File: config.mk
export PLATFORM = sky130hd
export DESIGN_NAME = reg_bank_mrp
export DESIGN_NICKNAME = d
export VERILOG_FILES = /design/src/rtl/reg_bank_pkg.sv /design/src/rtl/reg_rd_mux.sv /design/src/rtl/reg_bank_mrp.sv
export SDC_FILE = /design/constraint.sdc
export NUM_CORES = 2
export LEC_CHECK = 0
export BUFFER_PORTS_ARGS = -buffer_cell sky130_fd_sc_hd__buf_2
export CAP_MARGIN = 25
export CORE_MARGIN = 1
export CORE_UTILIZATION = 60
export CTS_BUF_LIST = sky130_fd_sc_hd__clkbuf_8
export CTS_CLUSTER_DIAMETER = 200
export DETAILED_ROUTE_END_ITERATION = 8
export PLACE_DENSITY_LB_ADDON = 0.1
export SKIP_CTS_REPAIR_TIMING = 1
export SYNTH_ARGS = -nofsm -noshare
export SYNTH_HDL_FRONTEND = slang
export SYNTH_SLANG_ARGS = --single-unit
File: constraint.sdc
create_clock -name clk -period 1.83 [get_ports clk]
set_input_delay 0.183 -clock clk [delete_from_list [all_inputs] [get_ports clk]]
set_output_delay 0.183 -clock clk [all_outputs]
set_load 0.03 [all_outputs]
File: src/rtl/reg_bank_pkg.sv
// Shared defaults and port-slicing helper for the multi-read-port register bank.
package reg_bank_pkg;

    localparam int REG_BANK_DATA_W = 32;
    localparam int REG_BANK_DEPTH  = 32;
    localparam int REG_BANK_NUM_RD = 2;

    // Base bit index of port p inside a flattened bus of w-bit fields.
    function automatic int rd_slice(input int p, input int w);
        return p * w;
    endfunction

endpackage

File: src/rtl/reg_rd_mux.sv
// DEPTH:1 word selector feeding one read-port output register; combinational only.
module reg_rd_mux #(
    parameter  int DATA_W = 32,
    parameter  int DEPTH  = 32,
    localparam int ADDR_W = $clog2(DEPTH)
) (
    input  logic [DEPTH-1:0][DATA_W-1:0] words,
    input  logic [ADDR_W-1:0]            sel,
    output logic [DATA_W-1:0]            word
);

    // DEPTH is a power of two, so every sel value names a real entry.
    assign word = words[sel];

endmodule

File: src/rtl/reg_bank_mrp.sv
// Register bank: one write port, NUM_RD registered read ports with write-first
// bypass and an optional hardwired-zero entry 0.
module reg_bank_mrp
    import reg_bank_pkg::*;
#(
    parameter  int DATA_W  = REG_BANK_DATA_W,
    parameter  int DEPTH   = REG_BANK_DEPTH,
    parameter  int NUM_RD  = REG_BANK_NUM_RD,
    parameter  int ZERO_R0 = 1,
    localparam int ADDR_W  = $clog2(DEPTH)
) (
    input  logic                     clk,
    input  logic                     rst,
    input  logic                     wr_en,
    input  logic [ADDR_W-1:0]        wr_addr,
    input  logic [DATA_W-1:0]        wr_data,
    input  logic [NUM_RD-1:0]        rd_en,
    input  logic [NUM_RD*ADDR_W-1:0] rd_addr,
    output logic [NUM_RD*DATA_W-1:0] rd_data,
    output logic [NUM_RD-1:0]        rd_valid,
    output logic                     wr_ack
);

    logic [DEPTH-1:0][DATA_W-1:0] mem;
    logic                         wr_to_zero;

    assign wr_to_zero = (ZERO_R0 != 0) && (wr_addr == '0);

    // Writes to a hardwired-zero entry are dropped but still acknowledged.
    always_ff @(posedge clk) begin
        if (rst) begin
            mem    <= '0;
            wr_ack <= 1'b0;
        end else begin
            wr_ack <= wr_en;
            if (wr_en && !wr_to_zero)
                mem[wr_addr] <= wr_data;
        end
    end

    for (genvar p = 0; p < NUM_RD; p++) begin : g_rd
        logic [ADDR_W-1:0] addr;
        logic [DATA_W-1:0] mux_word;
        logic [DATA_W-1:0] rd_next;
        logic [DATA_W-1:0] data_q;
        logic              vld_q;

        assign addr = rd_addr[rd_slice(p, ADDR_W) +: ADDR_W];

        reg_rd_mux #(
            .DATA_W (DATA_W),
            .DEPTH  (DEPTH)
        ) u_mux (
            .words (mem),
            .sel   (addr),
            .word  (mux_word)
        );

        // Write-first bypass, then the zero entry overrides everything.
        always_comb begin
            rd_next = mux_word;
            if (wr_en && (addr == wr_addr))
                rd_next = wr_data;
            if ((ZERO_R0 != 0) && (addr == '0))
                rd_next = '0;
        end

        // Data holds when the port is idle; only valid drops.
        always_ff @(posedge clk) begin
            if (rst) begin
                data_q <= '0;
                vld_q  <= 1'b0;
            end else begin
                vld_q <= rd_en[p];
                if (rd_en[p])
                    data_q <= rd_next;
            end
        end

        assign rd_data[rd_slice(p, DATA_W) +: DATA_W] = data_q;
        assign rd_valid[p]                            = vld_q;
    end

endmodule

==> flow_summary.yaml <==
run_status:
  run_status: "finished with violations"
  violated_checks: "negative setup slack"
yosys:
  synth-warning-count: 0
  synth_flop_cell: "dfxtp_1"
  synth-edff-count: 0
  postSynth.asyncResetShare_pct: 0
  postSynthNetCount: 6578
  synthCells: 6526
  ys_seq_elements: 1091
  post_synth_num_cell_types: 53
  synth_sequential_area_ratio_pct: 39.9
  synth.avg_cell_area_um2: 8.40
  post_synth_instance_area_um2: 54800
drt:
  postRouteWirelength_um: 235000
  detail_route.vias_per_cell: 6.82
  dr.pass1.iters: 6
  routedWlPerCell_um: 29.5
  routed-via-count: 54200
  detailedRoute.firstIterationViolations: 8271
  antenna_left: 0
  remaining_drc_errors: 0
floorplanning:
  number_of_top_level_design_ports: 119
  die-width_um: 304
  die_area_um2: 92500
  effective_utilization_at_floorplan_pct: 60.7
  die_h_um: 304
  floorplan.rows: 110
  core_um2: 90300
finish:
  final_cell_count_no_fill: 7956
  final_util_pct: 70.7
  area_growth_syn_to_layout_pct: 16.5
  post_route_cells_drive_above_1_share_pct: 18.0
  multi_input_area_um2: 30100
  register_area_um2: 21800
  final_nets: 6690
  mostFrequentLayoutCell: "nand2_1"
  number_of_fill_cells: 7060
  layout.cells.most_common_list: "nand2_1, dfxtp_1, a21oi_1"
clock_network:
  tritoncts_num_sinks: 1091
  cts_inserted_buffers: 179
  tritoncts: "done"
  clockRootBuffer: "clkbuf_8"
  ctsLongestPathBuffers: 3
  clkSlewWorstSetupHoldPaths_ns: 0.06
  level_count_of_the_clock_h_tree: 4
  clkLatencyLatePin_ns: 0.91
place:
  gp_congestion: 0.986
  port_buffer_count: 118
  number_of_cells_in_the_design_after_placement: 7596
  worst_setup_timing_slack_at_the_placement_stage_ns: -0.209
  post_detail_place_hpwl_um: 148000
critical_path:
  timing.critical_path.cells: "buf_2"
  worst_ep_required_time_ns: 1.65
  timing.setup.critical_path_class: "flip-flop to primary output"
  critPathArrivalTime_ns: 1.69
  cpMaxStageDelayCell: "dfxtp_1"
  worst_setup_path_start_kind: "flip-flop"
  path_delay_family: "flip-flops"
  cp_num_buf_inv: 1
  crit_path_end_kind: "primary output"
  timing.critical_path.fanout_max: 2
  cpPeakStageDelay_ns: 0.54
sta:
  grt_setup_unrepaired: "false"
  final_hold_viol_count: 0
  worst_slew_margin_rel_pct: 22.8
  report.final.setup_viol: 2
  max_freq_ghz: 0.535
  layout_setup_ws_ns: -0.0395
  fin_crit_sh_pct: 102
  worst-slew-pin-transition_ns: 1.16
  fin_skew_ns: 0.0522
  maxSlewViolCount: 0
  finalCriticalPeriod_ns: 1.87
run:
  maxCapViolations: 0
global_routing:
  grt_util_all_layers_pct: 49.5
  gr-total-overflow: 0
  via_count_of_the_first_global_routing_pass: 51200
  grt_start_max_net_pins: 209
  grt_pass1_wl_um: 339000
  grt_antenna_before_repair: 10
min_path:
  hold_path_class: "primary input to flip-flop"
power_and_ir_drop:
  p_leak_uw: 0.0231
  p_per_area_nw_per_um2: 807
  ir_worst_vdd_mv: 0.672
## worst paths after layout
path	startpoint	to	slack [ns]	cells past startpoint
worst min-delay path	rd_addr[5]	g_rd[1].data_q[27]	0.10	5
worst max-delay path	g_rd[1].data_q[13]	rd_data[45]	-0.04	1
worst min register to register	mem[859]	mem[859]	0.47	2
worst max register to register	mem[936]	g_rd[1].data_q[8]	0.10	4
## metal layers
layer / global-route usage (%) / vias to the layer above / wire, um
met5: 0 / - / 22
met4: 31.7 / 4 / 18100
met3: 18.5 / 1195 / 38600
met2: 69.5 / 4539 / 94600
met1: 63.6 / 25500 / 83700
li1: - / 23000 / -
## cells by family after synthesis
| group | Yosys count | share of synthesized area (%) |
|---|---|---|
| multiplexers | 832 | 19.7 |
| XOR/XNOR | 10 | 0.160 |
| flip-flops | 1091 | 39.9 |
| buffers and inverters | 718 | 6.08 |
| AO/OA/AOI/OAI | 1571 | 17.2 |
| AND/OR/NAND/NOR | 2304 | 16.9 |
## state kept, by name, summed over array words and instances (netlist names)
signal and flops:
mem 1024, g_rd.data_q 64, g_rd.vld_q 2, wr_ack 1
## cell usage after synthesis (all sizes together), types with 6 or more instances
| master | number | area share [%] |
|---|---|---|
| o221a | 32 | 0.66 |
| dfxtp | 1091 | 40 |
| buf | 276 | 3.0 |
| a21oi | 1056 | 9.6 |
| mux2 | 64 | 1.3 |
| nor2 | 38 | 0.33 |
| a211oi | 32 | 0.44 |
| a22oi | 160 | 2.2 |
| o22ai | 128 | 1.5 |
| xnor2 | 6 | 0.096 |
| nand2 | 2090 | 14 |
| a221oi | 32 | 0.84 |
| clkbuf | 409 | 2.9 |
| o31ai | 32 | 0.44 |
| o2111ai | 64 | 1.0 |
| nor2b | 70 | 0.80 |
| nand4 | 34 | 0.39 |
| mux2i | 576 | 11 |
| inv | 33 | 0.23 |
| nand4b | 34 | 0.55 |
| a22o | 32 | 0.51 |
| mux4 | 192 | 7.9 |
## power breakdown
part           switching, uW  internal (uW)  leakage [uW]  total, uW
Combinational           3500           1940        0.0122       5450
Clock                  10300          11500       0.00207      21800
Sequential               237          24000       0.00880      24200
## area by class of cell
type | count | share of cell area [%]
diodes | 12 | 0.0470
clock buffers | 234 | 5.04
clock inverters | 77 | 0.590
inverters | 33 | 0.194
multi-input cells | 4717 | 47.1
flip-flops and latches | 1091 | 34.2
well taps | 1176 | 2.30
repair buffers | 616 | 10.5
## stage by stage
step / TNS [ns] / total power [uW] / hold WS, ns / instance area, um2
finish: -0.0649 / 51500 / 0.101 / 63800
global route: 0 / 52600 / 0.104 / 63800
floorplan: 0 / 27700 / 0.265 / 54800
global placement: -10.31 / 29800 / 0.451 / 59800
detailed placement: -8.77 / 29900 / 0.459 / 59800
CTS: -0.279 / 51100 / -0.436 / 63400
No activity file was read; power rests on OpenSTA's default activity.
